===== src/rtl/store_buffer_pkg.sv =====
// Shared types and constants for the store buffer: entry layout, funct3 encodings, lane helpers.
// Purely declarative; no logic lives here.
package store_buffer_pkg;

  localparam int DATA_WIDTH       = 32;
  localparam int SB_DEPTH_DEFAULT = 4;

  localparam logic [2:0] FUNCT3_SB  = 3'b000;
  localparam logic [2:0] FUNCT3_SH  = 3'b001;
  localparam logic [2:0] FUNCT3_SW  = 3'b010;
  localparam logic [2:0] FUNCT3_LB  = 3'b000;
  localparam logic [2:0] FUNCT3_LH  = 3'b001;
  localparam logic [2:0] FUNCT3_LW  = 3'b010;
  localparam logic [2:0] FUNCT3_LBU = 3'b100;
  localparam logic [2:0] FUNCT3_LHU = 3'b101;

  typedef struct packed {
    logic [DATA_WIDTH-1:0] addr;
    logic [DATA_WIDTH-1:0] data;
    logic [2:0]            funct3;
    logic [3:0]            be;
  } sb_entry_t;

  function automatic logic [DATA_WIDTH-1:0] be_to_bits(input logic [3:0] be);
    logic [DATA_WIDTH-1:0] bits;
    bits = '0;
    for (int b = 0; b < 4; b++) begin
      bits[8*b +: 8] = {8{be[b]}};
    end
    return bits;
  endfunction

endpackage


===== src/rtl/store_buffer_mask_gen.sv =====
// Byte-enable generator: funct3 size + addr[1:0] -> 4-bit lane mask, misalign and legality flags.
// Combinational; the mask is forced to zero for misaligned or illegal accesses so it never matches.
module sb_mask_gen #(
  parameter bit IS_STORE = 1'b1
) (
  input  logic [2:0] funct3,
  input  logic [1:0] addr_lo,
  output logic [3:0] be,
  output logic       misalign,
  output logic       legal
);

  always_comb begin
    be       = '0;
    misalign = 1'b0;
    // Stores have no unsigned variants, so bit 2 set is an unknown store encoding.
    legal    = (funct3[1:0] != 2'b11) && !(IS_STORE && funct3[2]);
    case (funct3[1:0])
      2'b00: be = 4'b0001 << addr_lo;
      2'b01: begin
        misalign = addr_lo[0];
        be       = addr_lo[1] ? 4'b1100 : 4'b0011;
      end
      2'b10: begin
        misalign = (addr_lo != 2'b00);
        be       = 4'b1111;
      end
      default: be = '0;
    endcase
    if (misalign || !legal) be = '0;
  end

endmodule


===== src/rtl/store_buffer.sv =====
// FIFO store buffer in front of a single-port data memory; drains one store per load-free cycle (store visible to memory 1 cycle after acceptance).
// Backpressure: st_ready_o drops when full; loads hitting a buffered word are forwarded or stalled (SB_FWD_EN enables forwarding).
module store_buffer
  import store_buffer_pkg::*;
#(
  parameter int SB_DEPTH = SB_DEPTH_DEFAULT
) (
  input  logic                        clk,
  input  logic                        rst,
  input  logic                        st_valid_i,
  output logic                        st_ready_o,
  input  logic [DATA_WIDTH-1:0]       st_addr_i,
  input  logic [DATA_WIDTH-1:0]       st_data_i,
  input  logic [2:0]                  st_funct3_i,
  output logic                        st_misalign_o,
  input  logic                        ld_valid_i,
  input  logic [DATA_WIDTH-1:0]       ld_addr_i,
  input  logic [2:0]                  ld_funct3_i,
  output logic                        fwd_hit_o,
  output logic [DATA_WIDTH-1:0]       fwd_data_o,
  output logic                        ld_stall_o,
  output logic                        mem_we_o,
  output logic [DATA_WIDTH-1:0]       mem_addr_o,
  output logic [DATA_WIDTH-1:0]       mem_wr_data_o,
  output logic [2:0]                  mem_funct3_o,
  output logic                        empty_o,
  output logic [$clog2(SB_DEPTH):0]   count_o
);

  localparam int PTR_W = $clog2(SB_DEPTH);
  localparam int CNT_W = PTR_W + 1;

  sb_entry_t          entries [SB_DEPTH];
  logic [PTR_W-1:0]   head;
  logic [PTR_W-1:0]   tail;
  logic [CNT_W-1:0]   count;

  logic               full;
  logic               empty;
  logic               st_accept;
  logic [3:0]         st_be;
  logic               st_mis;
  logic               st_legal;
  logic [3:0]         ld_be;
  logic               ld_mis;
  logic               ld_legal;
  logic               found;
  logic [PTR_W-1:0]   sel;
  logic [PTR_W-1:0]   idx;

  sb_mask_gen #(.IS_STORE(1'b1)) u_st_mask (
    .funct3   (st_funct3_i),
    .addr_lo  (st_addr_i[1:0]),
    .be       (st_be),
    .misalign (st_mis),
    .legal    (st_legal)
  );

  sb_mask_gen #(.IS_STORE(1'b0)) u_ld_mask (
    .funct3   (ld_funct3_i),
    .addr_lo  (ld_addr_i[1:0]),
    .be       (ld_be),
    .misalign (ld_mis),
    .legal    (ld_legal)
  );

  // Occupancy is taken from registered state only, so a same-cycle drain never frees a slot.
  assign full          = (count == CNT_W'(SB_DEPTH));
  assign empty         = (count == '0);
  assign st_ready_o    = !full;
  assign st_misalign_o = st_valid_i && st_legal && st_mis;
  assign st_accept     = st_valid_i && st_ready_o && st_legal && !st_mis;
  assign empty_o       = empty;
  assign count_o       = count;

  // Youngest-first search so the newest store to a word wins.
  always_comb begin
    found = 1'b0;
    sel   = '0;
    idx   = '0;
    for (int i = 0; i < SB_DEPTH; i++) begin
      idx = tail - PTR_W'(i + 1);
      if (!found && (CNT_W'(i) < count) &&
          (entries[idx].addr[DATA_WIDTH-1:2] == ld_addr_i[DATA_WIDTH-1:2])
`ifdef SB_FWD_EN
          && ((entries[idx].be & ld_be) != 4'b0000)
`endif
         ) begin
        found = 1'b1;
        sel   = idx;
      end
    end
  end

`ifdef SB_FWD_EN
  logic covered;
  logic unused_ld;
  assign covered    = ((entries[sel].be & ld_be) == ld_be);
  assign fwd_hit_o  = ld_valid_i && found && covered;
  assign ld_stall_o = ld_valid_i && found && !covered;
  assign fwd_data_o = fwd_hit_o ? (entries[sel].data & be_to_bits(ld_be)) : '0;
  assign unused_ld  = ^{ld_mis, ld_legal};
`else
  logic unused_ld;
  assign fwd_hit_o  = 1'b0;
  assign fwd_data_o = '0;
  assign ld_stall_o = ld_valid_i && found;
  assign unused_ld  = ^{ld_be, ld_mis, ld_legal, entries[sel].be};
`endif

  // A stalled load gives up the port so the conflicting entry can drain.
  assign mem_we_o      = !empty && (!ld_valid_i || ld_stall_o);
  assign mem_addr_o    = entries[head].addr;
  assign mem_wr_data_o = entries[head].data;
  assign mem_funct3_o  = entries[head].funct3;

  always_ff @(posedge clk or posedge rst) begin
    if (rst) begin
      head  <= '0;
      tail  <= '0;
      count <= '0;
      for (int i = 0; i < SB_DEPTH; i++) begin
        entries[i] <= '0;
      end
    end else begin
      if (st_accept) begin
        entries[tail] <= '{addr: st_addr_i, data: st_data_i, funct3: st_funct3_i, be: st_be};
        tail          <= tail + PTR_W'(1);
      end
      if (mem_we_o) begin
        head <= head + PTR_W'(1);
      end
      case ({st_accept, mem_we_o})
        2'b10:   count <= count + CNT_W'(1);
        2'b01:   count <= count - CNT_W'(1);
        default: count <= count;
      endcase
    end
  end

  // The pipeline should never present a store and a load together; behaviour stays defined if it does.
  assert property (@(posedge clk) disable iff (rst) !(st_valid_i && ld_valid_i))
    else $warning("store and load valid in the same cycle");

endmodule


===== config.mk =====
export PLATFORM = sky130hd
export DESIGN_NAME = store_buffer
export DESIGN_NICKNAME = d
export VERILOG_FILES = /design/src/rtl/store_buffer_pkg.sv /design/src/rtl/store_buffer_mask_gen.sv /design/src/rtl/store_buffer.sv
export SDC_FILE = /design/constraint.sdc
export NUM_CORES = 1
export LEC_CHECK = 0
export CAP_MARGIN = 30
export CORE_MARGIN = 3
export CORE_UTILIZATION = 25
export DETAILED_ROUTE_END_ITERATION = 8
export HOLD_SLACK_MARGIN = 0.15
export PLACE_DENSITY = 0.44
export RECOVER_POWER = 25
export SLEW_MARGIN = 20
export SYNTH_ARGS = -nofsm -noshare
export SYNTH_HDL_FRONTEND = slang
export SYNTH_SLANG_ARGS = --single-unit

===== constraint.sdc =====
create_clock -name clk -period 23 [get_ports clk]
set_input_delay 2.3 -clock clk [delete_from_list [all_inputs] [get_ports clk]]
set_output_delay 2.3 -clock clk [all_outputs]
set_load 0.01 [all_outputs]

==> flow_summary.toml, run 1 <==
[run_status]
outcome = "complete, but fails checks"
failed_checks = "max-capacitance violations, max-slew violations"

[timing]
tns_ns = 0
setup_ws_ns = 13.95
finalSetupViolations = 0
relSlewSlack = -2.61
skew_ns = 0.0215
min_period_over_period = 0.393
worst_pin_slew_ns = 5.38
fmax_mhz = 111
final-hold-violation-count = 0
hold_slack_ns = 0.497
period_needed_ns = 9.05
rsz0062_at_grt = "no"
slew_viol_final = 114

[worst_setup_path]
cp-endpoint = "mem_we_o"
reg2reg_from = "tail[0]"
slowest_stage = "ha_4"
critPathLaunchType = "register"
cp.required_ns = 20.70
path_cells = "clkinv_1, ha_4, buf_4, mux4_2, xnor2_1, o21ai_0, nand3b_1, or4_1, o32ai_2, o21ai_1, inv_1, clkdlybuf4s50_1"
r2r_setup_slack_ns = 16.70
rr_endpoint = "count_o[2]"
endpoint_kind = "output pin"
cp-startpoint = "tail[0]"
worstSetupPathType = "register to output pin"
arrival_ns = 6.75
max_stage_delay_ns = 1.07
reg2reg_depth = 15
critPathMaxFanout = 43

[finish]
seqCellArea_um2 = 6900
fillers = 6750
drive_gt1_frac = 0.358
instances_no_fill = 2256
area_growth_pct = 21.8
layout_commonest_cell = "dfrtp_1"
layout_common_cells = "271 x dfrtp_1, 266 x mux2_2, 174 x clkdlybuf4s50_1, 146 x mux4_2, 90 x mux2i_1"
nNetsFinal = 1471
multi_input_area_um2 = 9560

[cts]
cts_made_buffers = 37
root_buffer = "clkbuf_16"
cts.sinks = 275
ctsResizeCount = 0
cts_tree = "done"
cts_setup_buffers = 0
hold_buffers = 0
worstSkewPairLatency_ns = 0.55
ctsLongestPathBuffers = 3
clk_pin_slew_ns = 0.06
htree_levels = 2

[placement]
routabilityCongestion = 0.918
place_worst_setup_slack_ns = 14.51
dp.cells = 2187
portBuffers = 175
dp_hpwl_um = 37600

[yosys]
synth-edff-count = 0
avgSynthCellArea_um2 = 13.9
ys.flop_type = "dfrtp_1"
synthesis.area_um2 = 17100
async_flop_share = 1.00
yosysWarnings = 0
synthCells = 1227
yosysSeqAreaShare = 0.403
ys_seq_elements = 275
synth_cell_types = 53

[grt]
overflow = 0
grt_antenna_before_repair = 3
grtUsageTotal = 0.153
grt_pass1_wl_um = 82000
grt_pass1_vias = 11900
grt_max_degree = 164

[routing]
drt-wirelength-per-cell_um = 24.2
drcViolationCount = 0
firstDrtPassIters = 6
vias_per_cell = 4.99
routed_wl_um = 54500
vias = 11200
drt_iter0_drc = 701
ant_nets = 0

[pwr]
leakagePower_uw = 0.00811
total_power_uw = 3550
cellPowerDensity_nw_per_um2 = 171
vdd_drop_max_mv = 0.0796

[worst_hold_path]
hold_class = "register to register"

[floorplan]
design.portCount = 214
dieArea_um2 = 71400
die_h_um = 267
core_area_um2 = 67400
start_util = 0.253
dieWidth_um = 267
fp-row-count = 95

[run]
cap_violations = 1
where the power goes:
group / switching (uW) / internal (uW)
clock network: 229 / 368
registers: 297 / 722
logic: 850 / 1090
total: 1380 / 2180
logic make-up after synthesis:
kind of cell | Yosys count | synth area share
adders and majority gates | 12 | 0.00880
DFF | 275 | 0.403
buffers and inverters | 151 | 0.0448
and+or+nand+nor | 95 | 0.0292
muxes | 502 | 0.421
other | 1 | 0.000220
xor gates and xnor gates | 117 | 0.0601
AOI/OAI and AO/OA | 74 | 0.0326
worst min-delay path by stage:
stage                             from            to  slack [ns]  depth (start not counted)
after CTS                   entries[6]    entries[6]        0.50                          1
after floorplan            entries[77]   entries[77]        0.46                          1
final                       entries[6]    entries[6]        0.50                          1
after global placement      entries[6]    entries[6]        0.48                          1
after global routing       entries[25]   entries[25]        0.51                          1
after detailed placement  entries[219]  entries[219]        0.48                          1
cell type report:
type                    instances  share of cell area
multi-input cells             833               0.460
repair buffers                188              0.0915
inverters                      18             0.00331
flip-flops and latches        275               0.332
clock inverters                12             0.00776
diodes                          2            0.000241
clock buffers                  55              0.0531
well taps                     873              0.0525
per-layer routing:
metal,GRT usage,wire length [um],share of wire
met1,0.209,24200,0.44
met2,0.244,25500,0.47
met3,0.0389,3640,0.067
met4,0.0399,1190,0.022
met5,0,17,0.00031
flip-flops by register name (all words and copies together), names as in the netlist:
register  flops
entries     268
count_o       3
head          2
tail          2
Yosys cell counts (6+ instances only):
cell | n | area, um^2
dfrtp_1 | 275 | 6880
and2_1 | 7 | 43.8
inv_1 | 15 | 56.3
o2111ai_1 | 6 | 52.6
a221oi_1 | 6 | 52.6
buf_4 | 45 | 338
xnor2_1 | 70 | 613
nor2_1 | 15 | 56.3
mux2i_1 | 90 | 901
buf_2 | 17 | 85.1
a21oi_1 | 9 | 45.0
buf_1 | 30 | 113
nand2_1 | 18 | 67.6
nor4_1 | 8 | 50.1
clkbuf_1 | 40 | 150
mux2_2 | 266 | 3000
nand4_1 | 14 | 87.6
o21ai_0 | 6 | 30.0
mux4_2 | 146 | 3290
xor2_1 | 47 | 412
nand3_1 | 12 | 60.1
o22ai_1 | 11 | 68.8
ha_1 | 12 | 150
through the flow:
stage | utilization | area, um^2
finish | 0.308 | 20800
floorplan | - | 17200
detailed placement | 0.290 | 19500
global placement | 0.289 | 19500
CTS | 0.308 | 20800
global route | 0.308 | 20800
critical path: cells and delay by family, from the launching register on:
kind | cells | cell delay [ns]
buf+inv | 4 | 2.18
fa+ha+maj | 1 | 1.07
compound gates | 3 | 0.77
simple gates | 2 | 0.69
mux | 1 | 0.61
flops | 1 | 0.59
xor+xnor | 1 | 0.24
No activity file was read; power rests on OpenSTA's default activity.
==> run 2, diff against run 1 <==
==> constraint.sdc (replaced) <==
create_clock -name clk -period 9.3 [get_ports clk]
set_input_delay 0.93 -clock clk [delete_from_list [all_inputs] [get_ports clk]]
set_output_delay 0.93 -clock clk [all_outputs]
set_load 0.01 [all_outputs]
==> run 2 against run 1 <==
  * Final cell count about the same
  * Global-route usage hardly changed
  * Largest cell class unchanged
  * The run still ends with max-capacitance violations, max-slew violations left
  * Utilization hardly changed
  * First-iteration DRC count is 4.4% lower
  * Final area decreased by 0.10%
  * Clock skew barely moved
  * Critical path type unchanged
  * Register-to-register slack got worse by 13 ns
==> flow_summary.toml, run 2 (synthesis results as in run 1) <==
[run_status]
outcome = "complete, but fails checks"
failed_checks = "max-capacitance violations, max-slew violations"

[routing]
drcViolationCount = 0
drt_iter0_drc = 670
routed_wl_um = 54500
ant_nets = 0
vias_per_cell = 4.97
drt-wirelength-per-cell_um = 24.1
firstDrtPassIters = 5
vias = 11200

[finish]
largest_register = "entries"
layout_commonest_cell = "dfrtp_1"
nNetsFinal = 1475
instances_no_fill = 2257
area_growth_pct = 21.7
final_cell_area_um2 = 20800
largest_reg_flops = 268
drive_gt1_frac = 0.360
layout_common_cells = "271 x dfrtp_1, 266 x mux2_2, 174 x clkdlybuf4s50_1, 146 x mux4_2, 90 x mux2i_1"

[run]
cap_violations = 2

[cts]
hold_buffers = 0
cts_tree = "done"
ctsResizeCount = 0
cts_made_buffers = 36
ctsLongestPathBuffers = 3
cts_setup_buffers = 0
root_buffer = "clkbuf_16"
cts.sinks = 275
worstSkewPairLatency_ns = 0.56
clk_pin_slew_ns = 0.06
htree_levels = 2

[timing]
period_needed_ns = 7.38
rsz0062_at_grt = "no"
finalSetupViolations = 0
final-hold-violation-count = 0
slew_viol_final = 133
skew_ns = 0.0215
relSlewSlack = -1.46
setup_ws_ns = 1.92
min_period_over_period = 0.794
worst_pin_slew_ns = 3.69
tns_ns = 0
fmax_mhz = 135

[grt]
grt_pass1_vias = 11900
grtUsageTotal = 0.153
grt_antenna_before_repair = 5
grt_pass1_wl_um = 81900
overflow = 0
grt_max_degree = 146

[pwr]
leakagePower_uw = 0.00810
cellPowerDensity_nw_per_um2 = 420
total_power_uw = 8720
vdd_drop_max_mv = 0.163

[placement]
dp_hpwl_um = 38100
place_worst_setup_slack_ns = 2.48
dp.cells = 2191
routabilityCongestion = 0.930
portBuffers = 175
placed_area_um2 = 19600

[worst_setup_path]
worstSetupPathType = "register to output pin"
endpoint_kind = "output pin"
critPathMaxFanout = 38
critPathLaunchType = "register"
cp.required_ns = 8.37
arrival_ns = 6.45

[floorplan]
fp-row-count = 95
design.portCount = 214
core_area_um2 = 67400
dieWidth_um = 267
die_h_um = 267
start_util = 0.253
dieArea_um2 = 71400

[worst_hold_path]
hold_class = "register to register"
run 2: changes by cell type in the layout (fill, tap and decap cells not counted):
cell | before | now
clkbuf_8 | 9 | 8
clkinv_4 | 0 | 3
bufinv_16 | 3 | 1
clkbuf_1 | 8 | 7
buf_4 | 10 | 13
clkinv_2 | 7 | 6
clkinv_16 | 0 | 1
clkbuf_16 | 38 | 37
buf_16 | 2 | 3
inv_16 | 1 | 0
run 2: worst paths after layout:
check,start,endpoint,slack [ns],cells after the start
min reg2reg,entries[219],entries[219],0.50,1
max in group asynchronous,rst,tail[1],2.58,3
max,tail[0],mem_we_o,1.92,11
min,entries[219],entries[219],0.50,1
max reg2reg,tail[0],count_o[2],3.27,14
min in group asynchronous,rst,entries[176],1.71,2
run 2: layout make-up:
cell class / count / area [um^2]
Multi-Input combinational cell: 833 / 9560
Fill cell: 6697 / 46600
Antenna cell: 2 / 5.00
Timing Repair Buffer: 193 / 1960
Clock buffer: 51 / 1060
Tap cell: 873 / 1090
Inverter: 18 / 68.8
Clock inverter: 12 / 133
Sequential cell: 275 / 6900
run 2: metrics by stage:
stage,util,hold WS [ns]
finish,0.308,0.497
detailed placement,0.290,0.490
CTS,0.308,0.503
global route,0.308,0.514
global placement,0.289,0.479
floorplan,-,0.459
run 2: power by group:
group	leakage [uW]	internal (uW)	switching, uW
Sequential	0.00336	1790	732
Clock	0.000589	827	567
Combinational	0.00415	2700	2110
run 2: critical path, stage by stage, from the launching register on:
cell and delay [ns]:
dfrtp_4 0.74, clkinv_1 0.80, ha_4 1.02, buf_4 0.38
mux2i_1 0.48, o221ai_1 0.17, a2111oi_0 0.42, a21oi_1 0.21
o311ai_1 0.63, o21ai_1 0.25, inv_1 0.15, clkdlybuf4s50_1 0.61
run 2: per-layer routing:
layer | part of all wire | vias up | global-route usage
li1 | - | 4877 | -
met1 | 0.44 | 5957 | 0.205
met2 | 0.47 | 301 | 0.245
met3 | 0.070 | 71 | 0.0427
met4 | 0.022 | 6 | 0.0397
met5 | 0.00070 | - | 0
==> run 3, diff against run 2 <==
==> constraint.sdc (replaced) <==
create_clock -name clk -period 7.5 [get_ports clk]
set_input_delay 0.75 -clock clk [delete_from_list [all_inputs] [get_ports clk]]
set_output_delay 0.75 -clock clk [all_outputs]
set_load 0.01 [all_outputs]
==> run 3 against run 2 <==
  * Combinational power rose by 25%
  * Highest routed layer unchanged
  * The flow still finishes with violations (max-capacitance violations, max-slew violations)
  * Via count fell by 1.3%
  * Worst hold slack barely moved
  * Global-route usage rose by 0.060 points
  * Clock power rose by 27%
  * Utilization barely moved
==> flow_summary.toml, run 3 (synthesis results as in run 1) <==
[run_status]
outcome = "complete, but fails checks"
failed_checks = "max-capacitance violations, max-slew violations"

[worst_setup_path]
critPathMaxFanout = 44
arrival_ns = 5.55
cp.required_ns = 6.75
endpoint_kind = "output pin"
worstSetupPathType = "register to output pin"
reg2reg_depth = 14
cp_top_family = "buffers and inverters"
critPathLaunchType = "register"
slowest_stage = "buf_4"
cp.depth = 11
path_cells = "buf_4, buf_4, mux4_2, o2bb2ai_1, a311o_1, or4_1, or4_1, o32ai_2, o21ai_1, inv_1, clkdlybuf4s50_1"
max_stage_delay_ns = 0.70
critPathBufInv = 4

[pwr]
p_int_uw = 6610
power_frac_clock = 0.163
cellPowerDensity_nw_per_um2 = 523
comb_power_share = 0.555
switching_share = 0.391
seq_power_share = 0.283
leakagePower_uw = 0.00810
vdd_drop_max_mv = 0.253
p_sw_uw = 4240
total_power_uw = 10900

[floorplan]
dieWidth_um = 267
dieArea_um2 = 71400
core_area_um2 = 67400
die_h_um = 267
design.portCount = 214
fp-row-count = 95
start_util = 0.253

[timing]
min_period_over_period = 0.840
final-hold-violation-count = 0
worst_pin_slew_ns = 2.42
finalSetupViolations = 0
tns_ns = 0
fmax_mhz = 159
relSlewSlack = -0.610
skew_ns = 0.0281
rsz0062_at_grt = "no"
slew_viol_final = 88
period_needed_ns = 6.30

[run]
cap_violations = 3

[cts]
ctsResizeCount = 0
clk_pin_slew_ns = 0.06
cts.sinks = 275
cts_made_buffers = 36
cts_setup_buffers = 0
worstSkewPairLatency_ns = 0.57
cts_tree = "done"
hold_buffers = 0
htree_levels = 2
ctsLongestPathBuffers = 3
root_buffer = "clkbuf_16"

[finish]
final_cell_area_um2 = 20800
fin_util = 0.308
layout_common_cells = "271 x dfrtp_1, 266 x mux2_2, 174 x clkdlybuf4s50_1, 146 x mux4_2, 90 x mux2i_1"
layout_commonest_cell = "dfrtp_1"
drive_gt1_frac = 0.361
nNetsFinal = 1476
largest_register = "entries"
area_growth_pct = 21.7
fillers = 6747
largest_reg_flops = 268

[placement]
portBuffers = 175
dp_hpwl_um = 38000
routabilityCongestion = 0.868
placed_area_um2 = 19600

[grt]
grt_antenna_before_repair = 5
grt_max_degree = 162
grt_pass1_vias = 11900
overflow = 0
grt_pass1_wl_um = 81900
grtUsageTotal = 0.154

[worst_hold_path]
hold_class = "register to register"
holdPathStages = 1

[routing]
firstDrtPassIters = 5
drcViolationCount = 0
vias = 11100
routed_wl_um = 54800
drt-wirelength-per-cell_um = 24.3
vias_per_cell = 4.90
ant_nets = 0
drt_iter0_drc = 642
==> run 3: worst paths after layout <==
check / from / to / slack, ns
worst max-delay path: tail[1] / mem_we_o / 1.20
worst min-delay path: entries[6] / entries[6] / 0.50
worst max register to register: tail[1] / count_o[2] / 2.35
worst min register to register: entries[6] / entries[6] / 0.50
max in group asynchronous: rst / entries[222] / 1.99
min in group asynchronous: rst / entries[99] / 0.97
==> run 3: power by group through the flow <==
stage	Sequential (uW)	Clock (uW)	Combinational, uW
after floorplan	2680	0	4290
after global placement	3050	0	6080
after detailed placement	3100	0	6110
after CTS	3080	1840	6150
after global routing	3220	1900	6470
final	3070	1770	6020
==> run 3: routing by layer <==
layer	vias up	share of wire	wire length [um]	track usage
li1	4872	-	-	-
met1	5835	0.44	23800	0.202
met2	275	0.47	26000	0.252
met3	72	0.068	3740	0.0430
met4	8	0.021	1160	0.0376
met5	-	0.00099	54	0
==> run 3: metrics by stage <==
step	hold slack [ns]	cells	worst slack, ns
floorplan	0.459	1259	2.82
global placement	0.479	2191	1.77
detailed placement	0.488	2193	1.73
CTS	0.502	2257	1.09
global route	0.509	2257	0.743
finish	0.497	2258	1.20
==> run 3: layout make-up <==
| type | count | area [um^2] | area share |
|---|---|---|---|
| Tap cell | 873 | 1090 | 0.0526 |
| Multi-Input combinational cell | 833 | 9560 | 0.461 |
| Antenna cell | 1 | 2.50 | 0.000121 |
| Clock buffer | 49 | 1030 | 0.0496 |
| Clock inverter | 15 | 176 | 0.00850 |
| Sequential cell | 275 | 6900 | 0.332 |
| Timing Repair Buffer | 194 | 1930 | 0.0931 |
| Inverter | 18 | 68.8 | 0.00332 |
